## src/rtl/register_file_wb.sv

```systemverilog
// register_file_wb: NREG x DATA_W write-back register file with two
// registered read ports, same-cycle write bypass, a read-freeze (hold)
// input and a free-running count of retired writes.
//
// There is no valid/ready handshake on this block: a write is taken on
// every rising edge where we_r=1, and a read address pair is taken on
// every rising edge where hold=0. The results appear on rd_data/s0 after
// that edge. Reset (rst=1) overrides both the write and the hold.
module register_file_wb #(
   parameter int DATA_W = 16,
   parameter int NREG   = 16
) (
   input  logic              clk,
   input  logic              rst,
   input  logic              we_r,
   input  logic [3:0]        rdest_rr,
   input  logic [DATA_W-1:0] s2,
   input  logic [3:0]        rsrc_a,
   input  logic [3:0]        rsrc_b,
   input  logic              hold,
   output logic [DATA_W-1:0] rd_data,
   output logic [DATA_W-1:0] s0,
   output logic [15:0]       wb_count
);

   logic [DATA_W-1:0] regs [NREG];
   logic [DATA_W-1:0] arr_a;
   logic [DATA_W-1:0] arr_b;
   logic [DATA_W-1:0] next_a;
   logic [DATA_W-1:0] next_b;

   // Storage array: every entry (r0 included) is writable; reset clears all.
   always_ff @(posedge clk) begin
      if (rst) begin
         for (int i = 0; i < NREG; i++) begin
            regs[i] <= '0;
         end
      end else if (we_r) begin
         for (int i = 0; i < NREG; i++) begin
            if (rdest_rr == 4'(i)) begin
               regs[i] <= s2;
            end
         end
      end
   end

   // Array read muxes; addresses beyond NREG read as zero.
   always_comb begin
      arr_a = '0;
      arr_b = '0;
      for (int i = 0; i < NREG; i++) begin
         if (rsrc_a == 4'(i)) begin
            arr_a = regs[i];
         end
         if (rsrc_b == 4'(i)) begin
            arr_b = regs[i];
         end
      end
   end

   // Bypass: a write to the address being read wins over the stale entry,
   // independently on each port.
   always_comb begin
      next_a = arr_a;
      next_b = arr_b;
      if (we_r && (rdest_rr == rsrc_a)) begin
         next_a = s2;
      end
      if (we_r && (rdest_rr == rsrc_b)) begin
         next_b = s2;
      end
   end

   // Read-output registers: frozen while hold=1, reloaded on release.
   always_ff @(posedge clk) begin
      if (rst) begin
         rd_data <= '0;
         s0      <= '0;
      end else if (!hold) begin
         rd_data <= next_a;
         s0      <= next_b;
      end
   end

   // Retired-write counter; wraps naturally at 16 bits, unaffected by hold.
   always_ff @(posedge clk) begin
      if (rst) begin
         wb_count <= '0;
      end else if (we_r) begin
         wb_count <= wb_count + 16'd1;
      end
   end

endmodule

```

## config.mk

```make
export PLATFORM = sky130hd
export DESIGN_NAME = register_file_wb
export DESIGN_NICKNAME = d
export VERILOG_FILES = /design/src/rtl/register_file_wb.sv
export SDC_FILE = /design/constraint.sdc
export NUM_CORES = 1
export LEC_CHECK = 0
export BUFFER_PORTS_ARGS = -buffer_cell sky130_fd_sc_hd__buf_2
export CORE_MARGIN = 3
export CORE_UTILIZATION = 50
export DETAILED_ROUTE_END_ITERATION = 7
export PLACE_DENSITY = 0.67
export SYNTH_ARGS = -nofsm -noshare
export SYNTH_HDL_FRONTEND = slang
export SYNTH_SLANG_ARGS = --single-unit
```

## constraint.sdc

```tcl
create_clock -name clk -period 3.05 [get_ports clk]
set_input_delay 0.1525 -clock clk [delete_from_list [all_inputs] [get_ports clk]]
set_output_delay 0.1525 -clock clk [all_outputs]
set_load 0.1 [all_outputs]
```

==> flow_summary_export.csv, run 1 <==
group,metric,value,unit
status,status,"finished, final reports clean",
synthesis,ys.flop_type,"edfxtp_1",
routing,vias,13900,
cts,cts_buffers,35,
power,pwr-share-comb,16.2,%
timing,slew_violations,0,
cts,clockBufferDepth,3,
placement,gp_congestion,0.960,
routing,wl_per_cell,28.5,um
setup_path,crit_type,"register to register",
floorplanning,start_util,51.2,%
routing,first_pass_iters,6,
cts,cts_max_level,2,
hold_path,hold_end,"s0[11]$_SDFFE_PP0N_",
synthesis,synth.distinct_cells,71,
hold_path,holdPathStages,3,
setup_path,rrSetupSlack,680,ps
timing,finalSetupViolations,0,
synthesis,synth_top_family_by_area,"compound AO/OA/AOI/OAI gates",
synthesis,ys_warn_count,0,
synthesis,syn_inst,1567,
synthesis,synth-simple-area-share,14.2,%
placement,hpwl,43500,um
synthesis,yosys-mux-area-fraction,8.97,%
setup_path,path_max_fanout,2,
synthesis,synth-adder-area-share,0.0769,%
setup_path,crit_path_start_kind,"register",
setup_path,r2r_start,"regs[0][35]$_SDFFCE_PN0P_",
hold_path,min_path_type,"input port to register",
setup_path,worstRegToRegCells,7,
synthesis,synth_seq_area_share,53.1,%
routing,route.detailed.drc,0,
layout,design_area,18600,um2
grt,grt_max_degree,56,
floorplanning,core_area,31800,um2
cts,ctsResizeCount,0,
synthesis,synth-seq-cells,304,
cts,post_cts_buffers,0,
timing,hold_viol,0,
setup_path,cp-end-kind,"register",
cts,cts.root.buffer_cell,"clkbuf_16",
routing,initialDrtViolationCount,1843,
synthesis,syn-num-nets,1600,
synthesis,synth-compound-area-share,17.3,%
power,p_int,7.81,mW
grt,grt_antenna_before_repair,2,
synthesis,synth_area_per_cell,10.4,um2
setup_path,critPathArrivalTime,2740,ps
floorplanning,die_y,186,um
floorplanning,row_count,65,
synthesis,synth_xor_area_share,1.24,%
setup_path,crit_required,3420,ps
cts,cts_hold_buf,4,
placement,dpl_cell_area,17400,um2
flow_run,drv_cap,0,
synthesis,syn_area,16300,um2
timing,final.period_utilization,77.5,%
timing,hold_ws,25.8,ps
layout,fillerInstances,2753,
timing,fmax,423,MHz
timing,rsz0062_at_grt,"no",
hold_path,min_from,"s2[11]",
grt,grt_pass1_wl,89000,um
cts,cts_tree,"done",
routing,ant_nets,0,
floorplanning,die_area,34700,um2
power,netSwitchingPower,3.10,mW
timing,tightest_slew,855,ps
layout,areaGrowthSynthToFinish,14.1,%
cts,clkTransAtPathRegs,60,ps
layout,multi_input_area,6810,um2
power,p_seq_share,45.9,%
synthesis,async_reset_ff_share,0,%
grt,track_usage,34.2,%
power,p_leak,6.75,nW
routing,drt_wl_total,60300,um
cts,clock_sinks,304,
floorplanning,num_io_pins,80,
grt,overflow,0,
setup_path,rr_endpoint,"s0[3]$_SDFFE_PP0N_",
power,power.density,588,nW/um2
placement,portBuffers,79,
timing,relSlewSlack,42.9,%
layout,layout.nets,1688,
grt,first_global_vias,13600,
timing,layout_min_cycle_time,2370,ps
power,vdd_ir_drop_max,446,uV
cts,clock_latency,530,ps
routing,viasPerCell,6.58,
floorplanning,die_w,186,um
timing,clock_skew,14.6,ps
power,pwr-share-clk,37.9,%
synthesis,synth-edff-count,256,
timing,tns,0,ps
power,total_power,10.9,mW
power,p_sw_share,28.4,%
layout,regArea,8650,um2
layout,drive_above_1_share,18.0,%
worst max-delay path: stages, from the launching register on:
cell and delay, ps:
edfxtp_1 420, mux4_2 480, nand2_1 80, nand3_1 100
a2111oi_2 570, nor4_1 100, a2111oi_1 390, nor3_1 90
routing by layer:
layer	up-vias	GRT usage [%]	routed length, um
met5	-	0	13
met4	2	14.8	3000
met3	207	5.11	5320
met2	864	55.2	28500
met1	6838	46.4	23500
li1	6014	-	-
registers in the layout, summed over array words and instances (netlist names):
name and count:
regs 256, rd_data 16, wb_count 16, s0 16
kinds of logic after synthesis:
logic type,Yosys count
DFF,304
buffers and inverters,177
AOI/OAI and AO/OA,435
and+or+nand+nor,516
xor gates and xnor gates,23
adders and majority gates,1
muxes,111
layout by cell type, fill, tap and decap left out, types with 5 or more instances in the layout:
cell type and instances:
and3_1 8, a221oi_1 20, buf_2 77, o21ai_0 96, nand4_1 6, a21oi_1 122, mux2i_1 52, nand2_1 90
o31ai_1 6, mux2_2 35, dfxtp_1 48, o32ai_1 11, nand2b_1 47, nor2_1 261, or3_1 6, edfxtp_1 256
a31oi_1 6, clkbuf_16 38, o221ai_1 19, o211ai_1 17, xnor2_1 6, nand3_1 27, o21bai_1 5, mux4_2 23
a21o_1 5, a211oi_1 17, a222oi_1 6, o21bai_2 5, nor3_1 23, clkinv_2 7, xor2_1 17, buf_4 104
o22ai_1 44, clkbuf_1 10, a22oi_1 16, clkinv_1 7, nor2b_1 32, inv_1 35
worst max path at each step:
| stage | from | endpoint | slack (ps) | cells past startpoint |
|---|---|---|---|---|
| after floorplan | wb_count[2]$_SDFFE_PP0P_ | wb_count[11]$_SDFFE_PP0P_ | 840 | 6 |
| after global placement | rsrc_b[0] | s0[1]$_SDFFE_PP0N_ | 460 | 7 |
| after detailed placement | rsrc_b[0] | s0[1]$_SDFFE_PP0N_ | 460 | 7 |
| after CTS | regs[0][35]$_SDFFCE_PN0P_ | s0[3]$_SDFFE_PP0N_ | 740 | 7 |
| after global routing | regs[0][3]$_SDFFCE_PN0P_ | s0[3]$_SDFFE_PP0N_ | 590 | 7 |
| final | regs[0][35]$_SDFFCE_PN0P_ | s0[3]$_SDFFE_PP0N_ | 680 | 7 |
stage by stage:
step	utilization (%)	std cells	setup slack (ps)
5_1_grt	58.4	2117	588
3_5_place_dp	54.7	2049	464
2_1_floorplan	-	1567	842
3_3_place_gp	54.7	2049	462
4_1_cts	58.4	2116	736
6_report	58.4	2117	685
power by group through the flow:
| stage | clock network (mW) | registers, mW | logic (mW) |
|---|---|---|---|
| after floorplan | 0 | 5.29 | 0.882 |
| after global placement | 0 | 5.08 | 1.72 |
| after detailed placement | 0 | 5.08 | 1.73 |
| after CTS | 4.16 | 5.00 | 1.74 |
| after global routing | 4.34 | 5.03 | 1.86 |
| final | 4.13 | 5.01 | 1.77 |
synthesized netlist by cell type (5+ instances only):
library cell  instances  area, um2
nor2_1              261        980
edfxtp_1            256       7690
a21oi_1             122        611
o21ai_0              96        480
nand2_1              90        338
clkbuf_1             64        240
mux2i_1              52        521
dfxtp_1              48        961
nand2b_1             47        294
o22ai_1              44        275
buf_2                41        205
inv_1                35        131
mux2_2               35        394
nor2b_1              32        200
nand3_1              27        135
mux4_2               23        518
nor3_1               23        115
a221oi_1             20        175
buf_4                19        143
o221ai_1             19        166
a211oi_1             17        128
o211ai_1             17        128
xor2_1               17        149
a22oi_1              16        120
o32ai_1              11       96.3
o21bai_1             10       75.1
and3_1                8       50.1
buf_1                 8       30.0
a222oi_1              6       60.1
a31oi_1               6       37.5
nand4_1               6       37.5
o31ai_1               6       45.0
or3_1                 6       37.5
xnor2_1               6       52.6
a21o_1                5       37.5
layout make-up:
class                           instances  share of cell area [%]
Sequential cell                       304                    46.6
Multi-Input combinational cell       1086                    36.7
Timing Repair Buffer                  189                    6.93
Clock buffer                           49                    5.40
Tap cell                              435                    2.93
Inverter                               39                   0.789
Clock inverter                         14                   0.634
Antenna cell                            1                  0.0135
(Power assumes the default switching activity.)
==> inputs of run 2 (changes only) <==
- ABC_AREA: unset -> 1
- clock period: 3.05 -> 2.3 ns (I/O delays scaled with it)
==> flow_summary_export.csv, run 2 <==
group,metric,value,unit
synthesis,ys_warn_count,0,
placement,portBuffers,79,
setup_path,path_max_fanout,2,
layout,final_core_util,60.4,%
floorplanning,start_util,51.3,%
status,status,"finished, final reports clean",
timing,tightest_slew,765,ps
layout,largest_reg_flops,256,
routing,initialDrtViolationCount,1886,
layout,drive_above_1_share,15.9,%
synthesis,synth_top_cell_by_area,"edfxtp_1",
cts,clock_sinks,304,
floorplanning,die_y,181,um
layout,largest-register,"regs",
setup_path,slowest_delay,490,ps
cts,cts_tree,"done",
cts,cts.root.buffer_cell,"clkbuf_16",
grt,use_met1,46.8,%
timing,fmax,477,MHz
cts,cts_hold_buf,0,
setup_path,crit_required,2720,ps
floorplanning,core_area,30000,um2
timing,fin_ws,202,ps
synthesis,async_reset_ff_share,0,%
synthesis,yosys-mux-area-fraction,0,%
placement,hpwl,45000,um
synthesis,synth-edff-count,256,
floorplanning,row_count,63,
timing,final.period_utilization,91.2,%
grt,grt_max_degree,43,
timing,finalSetupViolations,0,
grt,top_usage_layer,"met2",
timing,layout_min_cycle_time,2100,ps
hold_path,min_path_type,"input port to register",
flow_run,drv_cap,0,
setup_path,cp-end-kind,"register",
routing,first_pass_iters,6,
synthesis,synth_commonest_cells,"nand2_1 (433), nor2_1 (347), edfxtp_1 (256)",
setup_path,crit_path_start_kind,"register",
cts,clock_latency,530,ps
setup_path,crit_type,"register to register",
routing,vias,14400,
timing,relSlewSlack,48.8,%
setup_path,path_cells,"nand3_1 -> nand3_1 -> nor2_1 -> nand4_1 -> nand2_1 -> nand4_1 -> nor3_1 -> nand4_1 -> nand2_1 -> a21oi_1",
synthesis,ys.flop_type,"edfxtp_1",
power,vdd_ir_drop_max,674,uV
setup_path,critPathArrivalTime,2520,ps
synthesis,synth.top_cells.by_area,"edfxtp_1 (50%), nand2_1 (11%), nor2_1 (8.5%)",
routing,route.detailed.drc,0,
routing,drt_wl_total,60200,um
floorplanning,num_io_pins,80,
placement,dp_slack,-285,ps
grt,overflow,0,
hold_path,holdPathStages,3,
synthesis,synth.most_common_cell,"nand2_1",
layout,areaGrowthSynthToFinish,17.7,%
synthesis,netlist.area_leader.share,50.1,%
timing,rsz0062_at_grt,"no",
timing,slew_violations,0,
layout,multi_input_area,5620,um2
synthesis,synth-seq-cells,304,
cts,clkTransAtPathRegs,60,ps
synthesis,synth_top_family_by_area,"simple AND/OR/NAND/NOR gates",
synthesis,synth_area_per_cell,8.38,um2
grt,first_global_vias,13900,
cts,clockBufferDepth,3,
synthesis,syn_inst,1833,
power,p_leak,7.37,nW
placement,gp_congestion,1.01,
timing,hold_viol,0,
setup_path,cp_num_buf_inv,0,
synthesis,synth_seq_area_share,56.3,%
synthesis,synth-adder-area-share,0.0815,%
layout,layout_common_cells,"nand2_1 (433), nor2_1 (347), edfxtp_1 (256), inv_1 (192), nand3_1 (121)",
layout,n_antenna_cell,0,
synthesis,synth-compound-area-share,6.39,%
layout,layout_commonest_cell,"nand2_1",
grt,track_usage,36.2,%
layout,regArea,8650,um2
synthesis,syn-num-nets,1866,
grt,grt_pass1_wl,87400,um
cts,cts_buffers,35,
setup_path,cpMaxStageDelayCell,"edfxtp_1",
setup_path,crit_top_cell,"nand4_1",
layout,fillerInstances,2638,
grt,groute.layer.met2.usage,56.1,%
grt,gr-usage-met3,5.62,%
grt,grt_antenna_before_repair,0,
power,power.density,783,nW/um2
setup_path,crit_family,"simple AND/OR/NAND/NOR gates",
timing,clock_skew,17.4,ps
floorplanning,die_area,32800,um2
routing,viasPerCell,5.97,
routing,ant_nets,0,
setup_path,path_depth,10,
cts,cts_max_level,2,
floorplanning,die_w,181,um
layout,layout.nets,2032,
setup_path,worstRegToRegCells,10,
synthesis,synth_xor_area_share,0.114,%
synthesis,syn_area,15400,um2
routing,wl_per_cell,24.9,um
synthesis,synth-simple-area-share,30.0,%
synthesis,synth.distinct_cells,36,
==> run 2: changes by cell type after synthesis, sizes merged, moves of 35 or more <==
cell    before  now
nand2       90  439
inv         36  203
mux2i       52    0
nand4        6   83
o22ai       44    3
mux2        35    0
nand3       27  123
buf         73   30
nand2b      47    0
nor2       261  371
==> run 2: tightest hold or removal path, delay by kind of cell <==
family        cells  cell delay (ps)
buf+inv           2              230
simple gates      1              130
==> run 2: final timing paths <==
path	from	end	slack [ps]
worst min register to register	wb_count[6]$_SDFFE_PP0P_	wb_count[6]$_SDFFE_PP0P_	500
worst min-delay path	s2[11]	regs[0][75]$_SDFFCE_PN0P_	70
worst max register to register	regs[0][16]$_SDFFCE_PN0P_	rd_data[0]$_SDFFE_PP0N_	200
worst max-delay path	regs[0][16]$_SDFFCE_PN0P_	rd_data[0]$_SDFFE_PP0N_	200
==> run 2: kinds of logic after synthesis <==
family,Yosys count
AOI/OAI and AO/OA,188
xor gates and xnor gates,2
adders and majority gates,1
buffers and inverters,275
DFF,304
and+or+nand+nor,1063
==> run 2: repair_timing <==
action | in CTS | in global routing
setup buffers | 0 | 0
endpoints found under the setup margin | 0 | 3
endpoints found under the hold margin | 0 | 0
gates resized for setup | 0 | 1
==> run 2: per-layer routing <==
metal	wire [um]	vias up
li1	-	6383
met4	5410	0
met2	26800	1004
met5	0	-
met3	5750	232
met1	22300	6798
==> run 2: final cells by class <==
cell class	instances	area share (%)
clock inverters	19	1.09
flip-flops and latches	304	47.9
inverters	205	4.26
well taps	390	2.70
clock buffers	43	5.13
repair buffers	199	7.86
multi-input cells	1254	31.1
==> run 2: power breakdown <==
group	switching (mW)	internal, mW	total, mW
Combinational	1.53	0.469	1.99
Clock	2.29	3.23	5.52
Sequential	0.274	6.38	6.65
Total	4.09	10.1	14.2
==> run 2: through the flow <==
stage	hold slack [ps]	instances	TNS [ps]	power, mW	area, um2
after global routing	80.1	2414	0	14.6	18100
after CTS	61.9	2414	0	14.1	18100
after global placement	472	2352	-1110	8.68	16900
after floorplan	351	1833	0	7.81	15400
after detailed placement	484	2352	-2000	8.69	16900
final	69.1	2414	0	14.2	18100
==> inputs of run 3 (changes only) <==
- CTS_BUF_LIST: unset -> sky130_fd_sc_hd__clkbuf_4 sky130_fd_sc_hd__clkbuf_8
- MAX_ROUTING_LAYER: unset -> met4
==> flow_summary_export.csv, run 3 (same netlist as run 2, synthesis figures left out) <==
group,metric,value,unit
status,status,"finished, final reports clean",
flow_run,drv_cap,0,
floorplanning,row_count,63,
cts,post_cts_buffers,0,
setup_path,path_cells,"nand3_1 -> nand4_1 -> nor2_1 -> nand4_1 -> nand2_1 -> nand4_1 -> nor2_1 -> nand4_1 -> nand2_1 -> a21oi_1",
floorplanning,die_w,181,um
placement,dp_slack,-342,ps
setup_path,crit_required,2790,ps
routing,ant_nets,0,
layout,design_area,18100,um2
placement,hpwl,46400,um
power,power.density,750,nW/um2
floorplanning,start_util,51.3,%
routing,wl_per_cell,25.6,um
setup_path,crit_path_start_kind,"register",
routing,drt_wl_total,63000,um
floorplanning,num_io_pins,80,
timing,finalSetupViolations,0,
setup_path,cpMaxStageDelayCell,"edfxtp_1",
routing,initialDrtViolationCount,1971,
setup_path,cp_num_buf_inv,0,
cts,cts_buffers,51,
setup_path,rr_endpoint,"s0[6]$_SDFFE_PP0N_",
setup_path,crit_family,"simple AND/OR/NAND/NOR gates",
layout,drive_above_1_share,17.6,%
grt,grt_pass1_wl,91400,um
floorplanning,die_y,181,um
routing,first_pass_iters,8,
setup_path,r2r_start,"regs[0][54]$_SDFFCE_PN0P_",
setup_path,slowest_delay,480,ps
floorplanning,die_area,32800,um2
setup_path,rrSetupSlack,110,ps
setup_path,cp-end-kind,"register",
power,p_leak,7.43,nW
placement,dpl.cell_count,2365,
timing,fin_ws,110,ps
setup_path,worstRegToRegCells,10,
placement,dpl_cell_area,17000,um2
floorplanning,core_area,30000,um2
grt,first_global_vias,13900,
hold_path,min_path_type,"input port to register",
timing,fmax,457,MHz
layout,largest_reg_flops,256,
layout,final_cells,2459,
placement,gp_congestion,1.06,
cts,cts.root.buffer_cell,"clkbuf_8",
setup_path,crit_start,"regs[0][54]$_SDFFCE_PN0P_",
timing,clock_skew,41.2,ps
setup_path,crit_type,"register to register",
grt,overflow,0,
setup_path,critPathArrivalTime,2680,ps
timing,relSlewSlack,51.3,%
cts,clock_sinks,304,
routing,viasPerCell,5.92,
layout,final_core_util,60.4,%
layout,largest-register,"regs",
cts,clockBufferDepth,3,
layout,regArea,8650,um2
cts,clock_latency,620,ps
cts,cts_tree,"done",
grt,track_usage,39.0,%
timing,rsz0062_at_grt,"no",
setup_path,crit_top_cell,"nand4_1",
routing,vias,14600,
setup_path,path_max_fanout,2,
layout,layout.nets,2063,
layout,layout_commonest_cell,"nand2_1",
setup_path,crit_end,"s0[6]$_SDFFE_PP0N_",
routing,route.detailed.drc,0,
timing,tightest_slew,730,ps
layout,multi_input_area,5620,um2
timing,final.period_utilization,95.2,%
cts,clkTransAtPathRegs,60,ps
timing,hold_viol,0,
layout,layout_common_cells,"nand2_1 (433), nor2_1 (346), edfxtp_1 (256), inv_1 (192), buf_4 (123)",
placement,portBuffers,79,
timing,slew_violations,0,
layout,fillerInstances,2757,
setup_path,path_depth,10,
power,vdd_ir_drop_max,660,uV
grt,grt_max_degree,65,
layout,areaGrowthSynthToFinish,17.8,%
cts,cts_max_level,2,
timing,layout_min_cycle_time,2190,ps
grt,grt_antenna_before_repair,2,
==> run 3: worst min-delay path by stage <==
stage                                endpoint                     start  slack (ps)  cells past startpoint
floorplan           regs[0][88]$_SDFFCE_PN0P_                     s2[8]         350                      2
global route        regs[0][19]$_SDFFCE_PN0P_                     s2[3]          50                      3
detailed placement   wb_count[6]$_SDFFE_PP0P_  wb_count[6]$_SDFFE_PP0P_         470                      2
CTS                 regs[0][67]$_SDFFCE_PN0P_                     s2[3]          30                      3
finish                    s0[10]$_SDFFE_PP0N_                    s2[10]          60                      5
global placement     wb_count[6]$_SDFFE_PP0P_  wb_count[6]$_SDFFE_PP0P_         470                      2
==> run 3: per-layer routing <==
| layer | track usage (%) | up-vias | part of all wire (%) |
|---|---|---|---|
| li1 | - | 6457 | - |
| met1 | 50.2 | 6923 | 39 |
| met2 | 60.1 | 938 | 45 |
| met3 | 6.66 | 245 | 9.5 |
| met4 | 19.2 | 0 | 6.8 |
| met5 | - | - | 0 |
==> run 3: timing repair <==
| action | 4_1_cts | 5_1_grt |
|---|---|---|
| hold buffers | 2 | 0 |
| endpoints found under the hold margin | 8 | 0 |
| setup endpoints to repair | 0 | 1 |
| resized for setup | 0 | 1 |
==> run 3: tightest hold or removal path, cell delays in order <==
cell and delay (ps):
buf_2 100, inv_1 180, o21ai_0 120, inv_1 50
a21oi_1 50
==> run 3: where the power goes <==
group	switching (mW)	internal, mW
Clock	2.28	2.63
Sequential	0.261	6.38
Combinational	1.55	0.480
Total	4.09	9.49
==> run 3: layout make-up <==
cell class	instances	share of cell area (%)
Inverter	205	4.25
Tap cell	390	2.70
Clock inverter	19	0.678
Sequential cell	304	47.8
Antenna cell	1	0.0138
Multi-Input combinational cell	1254	31.1
Timing Repair Buffer	214	8.51
Clock buffer	72	4.96
==> run 3: through the flow <==
stage / TNS [ps] / power [mW] / hold WS [ps]
final: 0 / 13.6 / 63.8
after global routing: 0 / 14.0 / 48.4
after CTS: 0 / 13.5 / 30.7
after detailed placement: -3260 / 8.71 / 471
after global placement: -3060 / 8.71 / 468
after floorplan: 0 / 7.81 / 351
